$ cat src/rtl/mem_arbiter.sv
// mem_arbiter: round-robin arbiter sharing one block-wide data memory between
// two cache controllers (port 0, port 1). Each grant is held stable until the
// memory signals completion.
//
// Ports (k = 0, 1):
//   clk_i, reset_i          clock, synchronous active-high reset
//   rk_read_i / rk_wr_i     block read / write-back request (both high = write)
//   rk_address_i            block address (AW bits)
//   rk_write_data_i         block write data (BW bits)
//   rk_busywait_o           request pending and not yet completed
//   rk_read_data_o          memory read block while port k is granted, else 0
//   rk_read_done_o          read completion pulse for port k
//   rk_write_done_o         write completion pulse for port k
//   m_read_o / m_wr_o       registered memory strobes
//   m_address_o             latched block address
//   m_write_data_o          latched block write data
//   m_busywait_i            memory busy (informational)
//   m_read_data_i           memory read block
//   m_read_done_i           memory read-complete pulse
//   m_write_done_i          memory write-complete pulse
module mem_arbiter #(
    parameter int BLOCK_SIZE   = 2,
    parameter int LINE_SIZE    = 32,
    parameter int ADDRESS_SIZE = 32,
    localparam int unsigned BW = (2 ** BLOCK_SIZE) * LINE_SIZE,
    localparam int unsigned AW = ADDRESS_SIZE - BLOCK_SIZE - 2
) (
    input  logic          clk_i,
    input  logic          reset_i,

    input  logic          r0_read_i,
    input  logic          r0_wr_i,
    input  logic [AW-1:0] r0_address_i,
    input  logic [BW-1:0] r0_write_data_i,
    output logic          r0_busywait_o,
    output logic [BW-1:0] r0_read_data_o,
    output logic          r0_read_done_o,
    output logic          r0_write_done_o,

    input  logic          r1_read_i,
    input  logic          r1_wr_i,
    input  logic [AW-1:0] r1_address_i,
    input  logic [BW-1:0] r1_write_data_i,
    output logic          r1_busywait_o,
    output logic [BW-1:0] r1_read_data_o,
    output logic          r1_read_done_o,
    output logic          r1_write_done_o,

    output logic          m_read_o,
    output logic          m_wr_o,
    output logic [AW-1:0] m_address_o,
    output logic [BW-1:0] m_write_data_o,
    input  logic          m_busywait_i,
    input  logic [BW-1:0] m_read_data_i,
    input  logic          m_read_done_i,
    input  logic          m_write_done_i
);

    typedef enum logic [1:0] {
        ST_IDLE    = 2'd0,
        ST_BUSY0   = 2'd1,
        ST_BUSY1   = 2'd2,
        ST_RELEASE = 2'd3
    } state_t;

    state_t        state_q, state_d;
    logic          op_wr_q, op_wr_d;
    logic          last_grant_q, last_grant_d;
    logic          m_read_d, m_wr_d;
    logic [AW-1:0] addr_d;
    logic [BW-1:0] wdata_d;

    logic req0, req1;
    logic grant0, grant1;
    logic busy0, busy1;
    logic done_match;

    // Memory busy is not needed: completion is signalled by the done pulses.
    logic unused_busywait;
    assign unused_busywait = m_busywait_i;

    assign req0 = r0_read_i | r0_wr_i;
    assign req1 = r1_read_i | r1_wr_i;

    // On a tie the port that did not win last time is granted.
    assign grant0 = req0 & (~req1 | last_grant_q);
    assign grant1 = req1 & (~req0 | ~last_grant_q);

    assign busy0 = (state_q == ST_BUSY0);
    assign busy1 = (state_q == ST_BUSY1);

    // Only the done pulse matching the latched op can end a transaction.
    assign done_match = op_wr_q ? m_write_done_i : m_read_done_i;

    // State register plus latched transaction and registered memory strobes.
    always_ff @(posedge clk_i) begin
        if (reset_i) begin
            state_q        <= ST_IDLE;
            op_wr_q        <= 1'b0;
            last_grant_q   <= 1'b1;
            m_read_o       <= 1'b0;
            m_wr_o         <= 1'b0;
            m_address_o    <= '0;
            m_write_data_o <= '0;
        end else begin
            state_q        <= state_d;
            op_wr_q        <= op_wr_d;
            last_grant_q   <= last_grant_d;
            m_read_o       <= m_read_d;
            m_wr_o         <= m_wr_d;
            m_address_o    <= addr_d;
            m_write_data_o <= wdata_d;
        end
    end

    // Next-state, arbitration and next strobe values.
    always_comb begin
        state_d      = state_q;
        op_wr_d      = op_wr_q;
        last_grant_d = last_grant_q;
        m_read_d     = m_read_o;
        m_wr_d       = m_wr_o;
        addr_d       = m_address_o;
        wdata_d      = m_write_data_o;

        case (state_q)
            ST_IDLE, ST_RELEASE: begin
                state_d  = ST_IDLE;
                m_read_d = 1'b0;
                m_wr_d   = 1'b0;
                if (grant0) begin
                    state_d      = ST_BUSY0;
                    op_wr_d      = r0_wr_i;
                    addr_d       = r0_address_i;
                    wdata_d      = r0_write_data_i;
                    last_grant_d = 1'b0;
                    m_read_d     = ~r0_wr_i;
                    m_wr_d       = r0_wr_i;
                end else if (grant1) begin
                    state_d      = ST_BUSY1;
                    op_wr_d      = r1_wr_i;
                    addr_d       = r1_address_i;
                    wdata_d      = r1_write_data_i;
                    last_grant_d = 1'b1;
                    m_read_d     = ~r1_wr_i;
                    m_wr_d       = r1_wr_i;
                end
            end
            ST_BUSY0, ST_BUSY1: begin
                if (done_match) begin
                    state_d  = ST_RELEASE;
                    m_read_d = 1'b0;
                    m_wr_d   = 1'b0;
                end
            end
            default: begin
                state_d  = ST_IDLE;
                m_read_d = 1'b0;
                m_wr_d   = 1'b0;
            end
        endcase
    end

    // Completion and read data reach only the granted requester.
    assign r0_read_done_o  = m_read_done_i  & busy0 & ~op_wr_q;
    assign r0_write_done_o = m_write_done_i & busy0 &  op_wr_q;
    assign r1_read_done_o  = m_read_done_i  & busy1 & ~op_wr_q;
    assign r1_write_done_o = m_write_done_i & busy1 &  op_wr_q;

    assign r0_read_data_o = busy0 ? m_read_data_i : '0;
    assign r1_read_data_o = busy1 ? m_read_data_i : '0;

    assign r0_busywait_o = req0 & ~(r0_read_done_o | r0_write_done_o);
    assign r1_busywait_o = req1 & ~(r1_read_done_o | r1_write_done_o);

endmodule

$ cat config.mk
export PLATFORM = sky130hd
export DESIGN_NAME = mem_arbiter
export DESIGN_NICKNAME = d
export VERILOG_FILES = /design/src/rtl/mem_arbiter.sv
export SDC_FILE = /design/constraint.sdc
export NUM_CORES = 1
export LEC_CHECK = 0
export CAP_MARGIN = 20
export CORE_AREA = 4 4 336 338
export DETAILED_ROUTE_END_ITERATION = 6
export DIE_AREA = 0 0 340 342
export GPL_TIMING_DRIVEN = 0
export MAX_ROUTING_LAYER = met4
export PLACE_DENSITY = 0.3
export SYNTH_ARGS = -nofsm -noshare
export SYNTH_HDL_FRONTEND = slang
export SYNTH_SLANG_ARGS = --single-unit
$ cat constraint.sdc
create_clock -name clk_i -period 4.85 [get_ports clk_i]
set_clock_uncertainty 0.15 [all_clocks]
set_input_delay 0.97 -clock clk_i [delete_from_list [all_inputs] [get_ports clk_i]]
set_output_delay 0.97 -clock clk_i [all_outputs]
set_load 0.005 [all_outputs]
==> metrics.yaml, run 1 <==
status: "finished, final reports clean"
r2r-end: "m_address_o[16]$_SDFFE_PP0P_"
reg2reg_depth: 8
rr_startpoint: "state_q[0]$_SDFFE_PP0P_"
core_mm2: 0.1101
worstPathRequired_ns: 3.73
dp_hpwl_mm: 92.70
synth_area_mm2: 0.009235
synth_top_family_by_area: "compound AO/OA/AOI/OAI gates"
design_area_mm2: 0.02048
clkPwrFrac_pct: 13.4
wl_mm: 106.9
synth-seq-cells: 162
start_kind: "primary input"
first_pass_iters: 7
grt_usage_pct: 18.17
setup_viol: 0
critPathArrivalTime_ns: 3.41
slowest_stage: "clkdlybuf4s50_1"
crit_chain: "clkdlybuf4s50_1, nor2_1, clkbuf_2, clkbuf_1, nor3_1, clkdlybuf4s50_1"
fmax_ghz: 0.2208
vias: 13600
drtAntennaViolNets: 0
num_rows: 122
crit_top_cell: "clkdlybuf4s50_1"
final_hold_viol_count: 0
period_minus_slack_ns: 4.529
hold_path_depth: 2
finish.utilization_pct: 18.60
synthAdderAreaFrac_pct: 0.2710
synth_cell_types: 28
fp.dieH_um: 342
p_sw_share_pct: 45.97
nFillCells: 12410
path_max_fanout: 11
gp_routability_congestion: 0.8716
insertion_delay_ns: 0.50
min_from: "m_write_data_o[43]$_SDFFE_PP0P_"
grt_start_max_net_pins: 20
final_cell_count_no_fill: 3642
cts_tree: "yes"
yosysWarnings: 0
yosys-top-cells-area: "dfxtp_1 35%, and2_1 17%, a211oi_1 13%"
grt_pass1_wl_mm: 138.0
syn_inst: 1228
synth_edf_count: 0
p_total_mw: 11.73
path_class: "primary input to output pin"
seq_area_frac_synth_pct: 35.12
power.share.combinational_pct: 65.3
yosys.area_share.simple_pct: 24.64
area_growth_pct: 121.7
seqPwrFrac_pct: 21.3
fin_crit_sh_pct: 93.38
synthesis.nets: 1679
syn_avg_cell_area_um2: 7.520
io_buffers: 866
clkSinkCount: 162
p_sw_mw: 5.391
post-synth-top-count-cell: "and2_1"
synth-xor-area-share_pct: 0
crit_path_end_kind: "output pin"
die_x_um: 340
num-nets-final: 2565
cts_setup_buffers: 0
placed_area_mm2: 0.01978
yosys-mux-area-fraction_pct: 0
hold_path_end: "m_write_data_o[43]$_SDFFE_PP0P_"
drcViolationCount: 0
worstMarginPinSlew_ns: 1.077
min_path_type: "flip-flop to flip-flop"
ioPinCount: 869
setup_slack_ns: 0.3209
maxCapViolations: 0
slew_viol_final: 0
dominantRegCellSynth: "dfxtp_1"
cts_buffers: 17
cellInternalPower_mw: 6.336
via_per_inst: 3.733
yosys.area.top_type: "dfxtp_1"
reg2reg_slack_ns: 1.97
grt_pass1_vias: 14270
grt_overflow: 0
drt_first_iter_violations: 711
rsz0062_at_grt: "false"
synthTopCellsByCount: "258 x and2_1, 162 x dfxtp_1, 159 x nor2_1"
maxSlewHeadroom_pct: 28.21
synth_top_cell_area_share_pct: 35.12
cts_max_level: 4
cts_buffer_depth: 2
wl_per_cell_um: 29.34
cts-root-buf: "clkbuf_16"
clk_pin_slew_ns: 0.09
pre_cts_ws_ns: -0.02617
synth_async_sr_flop_share_pct: 0
p_leak_nw: 6.899
dp_cells: 3583
vdd_drop_max_v: 0.0002560
antenna_found_initial: 32
powerDensity_mw_per_mm2: 572.7
die_area_mm2: 0.1163
start_util_pct: 8.391
synth_compound_area_share_pct: 33.30
slowest_delay_ns: 0.58
drive_gt1_share_pct: 3.338
## cell usage in the layout (no fill, tap or decap), types with 2 or more instances in the layout
cell / n
a211oi_1: 157
a221oi_1: 2
a31oi_1: 156
a32o_1: 3
and2_1: 258
and3_1: 2
buf_1: 11
buf_2: 33
clkbuf_1: 105
clkbuf_16: 17
clkdlybuf4s50_1: 866
clkinv_4: 2
clkinv_8: 4
dfxtp_1: 162
diode_2: 27
ha_1: 2
inv_1: 3
inv_8: 5
nand2_1: 2
nor2_1: 159
nor2b_1: 2
nor3_1: 2
o21ai_0: 157
## layer usage
metal	up-vias	GRT usage (%)	routed length [µm]
met3	53	8.006	10710
met2	659	32.35	55330
met4	0	3.698	1479
li1	6230	-	-
met5	-	-	0
met1	6653	18.54	39360
## timing repair
action	in CTS	in global routing
endpoints found under the setup margin	1	0
hold buffers	0	0
resized for setup	1	0
## logic make-up (layout without fill, tap and decap cells)
family                     Yosys count  after routing
AOI/OAI and AO/OA                  483            483
and+or+nand+nor                    428            428
other                                0             27
buffers and inverters              153           1052
adders and majority gates            2              2
DFF                                162            162
## worst max-delay path, delay by kind of cell
kind,cells,cell delay (ns)
buf+inv,4,2.01
simple gates,2,0.41
## metrics by stage
stage                     hold WS [ns]  setup TNS (ns)
after floorplan                 0.3238               0
after global placement          0.3362        -0.03146
after detailed placement        0.3433        -0.02617
after CTS                       0.3539               0
after global routing            0.3687               0
final                           0.3507               0
## final cells by class
cell class | count | area [µm²] | area share (%)
tap | 1488 | 1862 | 9.093
inverter | 3 | 11.26 | 0.05500
clock inverter | 15 | 201.4 | 0.9838
antenna | 27 | 67.56 | 0.3300
timing repair buffer | 867 | 8683 | 42.41
buffer | 150 | 605.6 | 2.958
sequential | 162 | 3243 | 15.84
clock buffer | 17 | 425.4 | 2.078
multi-input combinational | 913 | 5376 | 26.26
## worst max-delay path by stage
stage / from / cells past startpoint / end
finish: r0_wr_i / 6 / r0_busywait_o
detailed placement: r0_wr_i / 6 / r0_busywait_o
global placement: r0_wr_i / 6 / r0_busywait_o
global route: r0_wr_i / 6 / r0_busywait_o
floorplan: r0_wr_i / 4 / r0_busywait_o
CTS: r0_wr_i / 6 / r0_busywait_o
## state kept, by name, summed over array words and instances, names as in the netlist
register and cells:
last_grant_q 1, state_q 2, m_address_o 28, m_wr_o 1, op_wr_q 1, m_write_data_o 128
m_read_o 1
## power groups by stage
stage	Clock, mW	Sequential [mW]	Combinational (mW)
final	1.57	2.50	7.66
after global routing	1.68	2.58	8.29
after CTS	1.65	2.50	7.82
after detailed placement	0	2.52	7.77
after global placement	0	2.51	7.81
after floorplan	0	2.47	2.90
(Power assumes the default switching activity.)
==> run 2: changes to the inputs <==
--- a/config.mk
+++ b/config.mk
@@ -9,7 +9,6 @@
 export CORE_AREA = 4 4 336 338
 export DETAILED_ROUTE_END_ITERATION = 6
 export DIE_AREA = 0 0 340 342
-export GPL_TIMING_DRIVEN = 0
 export MAX_ROUTING_LAYER = met4
 export PLACE_DENSITY = 0.3
 export SYNTH_ARGS = -nofsm -noshare
==> run 2 against run 1 <==
Critical path depth fell by 1. Non-clock buffer count fell by 116. Flip-flop and latch count unchanged. Sequential power fell by 2%. Critical path type is now flip-flop to output pin.
==> metrics.yaml, run 2 (synthesis results as in run 1) <==
slew_viol_final: 0
path_class: "flip-flop to output pin"
grt_usage_pct: 16.79
cts_buffer_depth: 2
cts_tree: "yes"
post_cts_resized: 0
fin_crit_sh_pct: 83.19
fin_setup_tns_ns: 0
grt_pass1_wl_mm: 129.1
largest_register: "m_write_data_o"
insertion_delay_ns: 0.49
slowest_delay_ns: 0.68
final_hold_viol_count: 0
fmax_ghz: 0.2479
num-nets-final: 2449
drt_first_iter_violations: 586
start_util_pct: 8.391
final_common_cell: "clkdlybuf4s50_1"
maxCapViolations: 0
powerDensity_mw_per_mm2: 564.2
fp.dieH_um: 342
cts_buffers: 17
antenna_found_initial: 33
layout_common_cells: "866 x clkdlybuf4s50_1, 258 x and2_1, 162 x dfxtp_1"
num_rows: 122
clkSinkCount: 162
crit_family: "buffers and inverters"
slowest_stage: "ha_4"
first_pass_iters: 5
drcViolationCount: 0
placed_area_mm2: 0.01962
postCtsHoldBufs: 0
rsz0062_at_grt: "false"
core_mm2: 0.1101
cts_setup_buffers: 0
min_path_type: "flip-flop to flip-flop"
grt_start_max_net_pins: 157
vdd_drop_max_v: 0.0005482
worstPathRequired_ns: 3.73
crit_path_end_kind: "output pin"
critPathBufInv: 3
rr_startpoint: "state_q[0]$_SDFFE_PP0P_"
finish.utilization_pct: 18.40
worstMarginPinSlew_ns: 1.210
p_leak_nw: 6.834
cts-root-buf: "clkbuf_16"
period_minus_slack_ns: 4.035
reg2reg_depth: 6
grt_overflow: 0
vias: 12940
status: "finished, final reports clean"
maxSlewHeadroom_pct: 19.33
grt_pass1_vias: 13550
critPathArrivalTime_ns: 2.91
reg2reg_slack_ns: 2.57
via_per_inst: 3.676
wl_mm: 98.73
path_max_fanout: 100
largest_reg_flops: 128
ioPinCount: 869
dp_hpwl_mm: 79.55
start_kind: "flip-flop"
top_regs: "m_write_data_o (128), m_address_o (28), state_q (2)"
design_area_mm2: 0.02025
min_from: "m_address_o[24]$_SDFFE_PP0P_"
hold_path_depth: 2
wl_per_cell_um: 28.04
die_area_mm2: 0.1163
die_x_um: 340
hold_path_end: "m_address_o[24]$_SDFFE_PP0P_"
drive_gt1_share_pct: 3.729
clk_pin_slew_ns: 0.08
cts_max_level: 4
crit_chain: "inv_1, ha_4, buf_4, and2_1, clkdlybuf4s50_1"
gp_routability_congestion: 0.8877
setup_viol: 0
io_buffers: 867
area_growth_pct: 119.3
drtAntennaViolNets: 0
r2r-end: "m_address_o[19]$_SDFFE_PP0P_"
## run 2: power breakdown
part	total (mW)	internal, mW	switching, mW
logic	7.51	3.61	3.90
clock network	1.47	0.725	0.742
registers	2.45	2.04	0.405
## run 2: cell type report
cell class | count | area, µm²
inverters | 3 | 11.26
fillers | 12370 | 89810
well taps | 1488 | 1862
clock buffers | 18 | 429.2
multi-input cells | 913 | 5430
repair buffers | 901 | 9072
clock inverters | 14 | 146.4
flip-flops and latches | 162 | 3243
diodes | 22 | 55.05
## run 2: through the flow
step           hold WS (ns)  std cells  worst slack (ns)  total power, mW
5_1_grt              0.3693       3517            0.5286            12.25
3_3_place_gp         0.3350       3467            0.7496            10.18
3_5_place_dp         0.3428       3467            0.7536            10.16
2_1_floorplan        0.3238       1228             2.031            5.365
4_1_cts              0.3517       3499            0.6351            11.76
6_report             0.3509       3521            0.8153            11.42
## run 2: worst min-delay path, stage by stage (launching register included)
cell and delay (ns):
dfxtp_1 0.31, nor2_1 0.09, a211oi_1 0.05
## run 2: per-layer routing
| layer | wire, µm | global-route usage [%] | part of all wire [%] | up-vias |
|---|---|---|---|---|
| li1 | - | - | - | 5975 |
| met1 | 36660 | 17.35 | 37 | 6350 |
| met2 | 52580 | 30.48 | 53 | 571 |
| met3 | 8288 | 6.210 | 8.4 | 47 |
| met4 | 1196 | 3.520 | 1.2 | 0 |
| met5 | 0 | - | 0 | - |
## run 2: worst max path at each step
stage / start / end / slack (ns) / depth (start not counted)
2_1_floorplan: r0_wr_i / r0_busywait_o / 2.03 / 4
3_3_place_gp: r1_wr_i / r1_busywait_o / 0.75 / 5
3_5_place_dp: r1_wr_i / r1_busywait_o / 0.75 / 5
4_1_cts: state_q[0]$_SDFFE_PP0P_ / r1_read_data_o[122] / 0.64 / 4
5_1_grt: state_q[0]$_SDFFE_PP0P_ / r1_read_data_o[21] / 0.53 / 5
6_report: state_q[0]$_SDFFE_PP0P_ / r1_read_data_o[21] / 0.82 / 5
==> run 3: changes to the inputs <==
--- a/config.mk
+++ b/config.mk
@@ -6,9 +6,9 @@
 export NUM_CORES = 1
 export LEC_CHECK = 0
 export CAP_MARGIN = 20
-export CORE_AREA = 4 4 336 338
+export CORE_AREA = 4 4 334 336
 export DETAILED_ROUTE_END_ITERATION = 6
-export DIE_AREA = 0 0 340 342
+export DIE_AREA = 0 0 338 340
 export MAX_ROUTING_LAYER = met4
 export PLACE_DENSITY = 0.3
 export SYNTH_ARGS = -nofsm -noshare
==> constraint.sdc (replaced) <==
create_clock -name clk_i -period 3.7 [get_ports clk_i]
set_clock_uncertainty 0.15 [all_clocks]
set_input_delay 0.74 -clock clk_i [delete_from_list [all_inputs] [get_ports clk_i]]
set_output_delay 0.74 -clock clk_i [all_outputs]
set_load 0.005 [all_outputs]
==> run 3 against run 2 <==
Sequential power up 32%. Routed wire length shrank 5.4%. Hold slack got worse by 0.0018 ns. Combinational power up 32%. Largest cell class unchanged. Highest routed layer unchanged. Sequential share of layout area is 0.076 points lower. Via count shrank 0.86%. Design area rose by 0.48%. Clock-buffer cell count increased by 1. Power rose by 32%.
==> metrics.yaml, run 3 (synthesis results as in run 1) <==
fin_setup_tns_ns: 0
clk_pin_slew_ns: 0.08
first_pass_iters: 5
maxSlewHeadroom_pct: 25.75
seqPwrFrac_pct: 21.4
vdd_drop_max_v: 0.0004845
largest_reg_flops: 128
route.met3.wl_mm: 9.998
slew_viol_final: 0
cts_setup_buffers: 0
seqCellArea_mm2: 0.003243
drtAntennaViolNets: 0
period_minus_slack_ns: 3.550
core_mm2: 0.1086
rr_startpoint: "state_q[0]$_SDFFE_PP0P_"
crit_top_cell: "clkdlybuf4s50_1"
clkSinkCount: 162
min_path_type: "flip-flop to flip-flop"
cts_max_level: 4
cellInternalPower_mw: 8.519
p_sw_mw: 6.552
start_kind: "primary input"
clkPwrFrac_pct: 13.0
slowest_stage: "clkdlybuf4s50_1"
ioPinCount: 869
grt_start_max_net_pins: 157
hold_path_depth: 2
cts_tree: "yes"
worstPathRequired_ns: 2.81
critPathArrivalTime_ns: 2.66
p_total_mw: 15.07
p_leak_nw: 6.949
insertion_delay_ns: 0.49
route.met2.wl_mm: 48.35
hold_path_end: "m_address_o[18]$_SDFFE_PP0P_"
power.share.combinational_pct: 65.5
final_hold_viol_count: 0
grt_overflow: 0
gp_routability_congestion: 0.9123
reg2reg_slack_ns: 1.50
multi_input_area_mm2: 0.005435
via_per_inst: 3.711
fp.dieH_um: 340
final_common_cell: "clkdlybuf4s50_1"
top_regs: "m_write_data_o (128), m_address_o (28), state_q (2)"
fmax_ghz: 0.2817
p_sw_share_pct: 43.48
num_rows: 121
drt-met1-wl_mm: 33.57
path_max_fanout: 3
cts_buffer_depth: 2
status: "finished, final reports clean"
postCtsHoldBufs: 0
crit_start: "m_read_done_i"
cts_buffers: 17
worstMarginPinSlew_ns: 1.114
antenna_found_initial: 25
r2r-end: "m_write_data_o[27]$_SDFFE_PP0P_"
wl_mm: 93.38
setup_viol: 0
die_x_um: 338
vias: 12830
layout_common_cells: "858 x clkdlybuf4s50_1, 258 x and2_1, 162 x dfxtp_1"
slowest_delay_ns: 0.51
post_cts_resized: 1
drt_first_iter_violations: 545
grt_pass1_vias: 13630
dp_hpwl_mm: 75.40
crit_chain: "clkdlybuf4s50_1, nor2b_1, and2_1, nor3_2, buf_4, clkdlybuf4s50_1"
fin_crit_sh_pct: 95.94
nFillCells: 12170
powerDensity_mw_per_mm2: 740.8
wl_per_cell_um: 27.00
drcViolationCount: 0
path_class: "primary input to output pin"
num-nets-final: 2460
cts-root-buf: "clkbuf_16"
die_area_mm2: 0.1149
rsz0062_at_grt: "false"
grt_usage_pct: 16.11
maxCapViolations: 0
start_util_pct: 8.508
topRoutingLayerUsed: "met4"
crit_path_end_kind: "output pin"
drive_gt1_share_pct: 4.698
area_growth_pct: 120.3
reg2reg_depth: 6
min_from: "m_address_o[18]$_SDFFE_PP0P_"
largest_register: "m_write_data_o"
io_buffers: 867
grt_pass1_wl_mm: 123.1
run 3: cell types whose count changed in the layout (fill, tap and decap cells not counted):
cell             previous run  this run
buf_12                     11        20
buf_4                      23        33
clkbuf_8                    0         1
clkdlybuf4s50_1           866       858
clkinv_2                    2         1
clkinv_4                    1         2
inv_6                       5         4
nor3_1                      2         1
nor3_2                      0         1
run 3: final cells by class:
cell class | instances | area share (%)
Clock buffer | 19 | 2.177
Multi-Input combinational cell | 913 | 26.71
Timing Repair Buffer | 912 | 45.45
Inverter | 3 | 0.05535
Antenna cell | 22 | 0.2706
Tap cell | 1414 | 8.696
Clock inverter | 13 | 0.6949
Sequential cell | 162 | 15.94
run 3: through the flow:
| stage | util (%) | std cells | setup slack (ns) | hold slack, ns | area [µm²] |
|---|---|---|---|---|---|
| 4_1_cts | 18.69 | 3436 | 0.003737 | 0.3527 | 20290 |
| 3_3_place_gp | 18.15 | 3404 | -0.1600 | 0.3365 | 19700 |
| 3_5_place_dp | 18.15 | 3404 | -0.1753 | 0.3420 | 19700 |
| 2_1_floorplan | - | 1228 | 1.341 | 0.3238 | 9235 |
| 5_1_grt | 18.74 | 3457 | 0.05753 | 0.3644 | 20340 |
| 6_report | 18.74 | 3458 | 0.1503 | 0.3491 | 20350 |
run 3: how the worst max path moves through the flow:
stage	slack, ns	endpoint	depth (start not counted)
final	0.15	r1_busywait_o	6
after global routing	0.06	r0_busywait_o	5
after CTS	0.004	r0_busywait_o	5
after detailed placement	-0.18	r1_busywait_o	6
after global placement	-0.16	r1_busywait_o	6
after floorplan	1.34	r0_busywait_o	4
run 3: routing by layer:
| metal | vias to the layer above | global-route usage, % |
|---|---|---|
| li1 | 6006 | - |
| met1 | 6231 | 15.73 |
| met2 | 555 | 28.72 |
| met3 | 40 | 7.846 |
| met4 | 0 | 3.589 |
| met5 | - | - |
run 3: worst max-delay path: cells and delay by family:
kind,cells,cell delay [ns]
buffers and inverters,3,1.21
and+or+nand+nor,3,0.69
run 3: power by group through the flow:
stage | Combinational (mW) | Clock [mW] | Sequential (mW)
finish | 9.88 | 1.96 | 3.23
global route | 10.7 | 2.13 | 3.36
CTS | 10.2 | 2.11 | 3.25
detailed placement | 10.1 | 0 | 3.28
global placement | 10.2 | 0 | 3.25
floorplan | 3.80 | 0 | 3.23
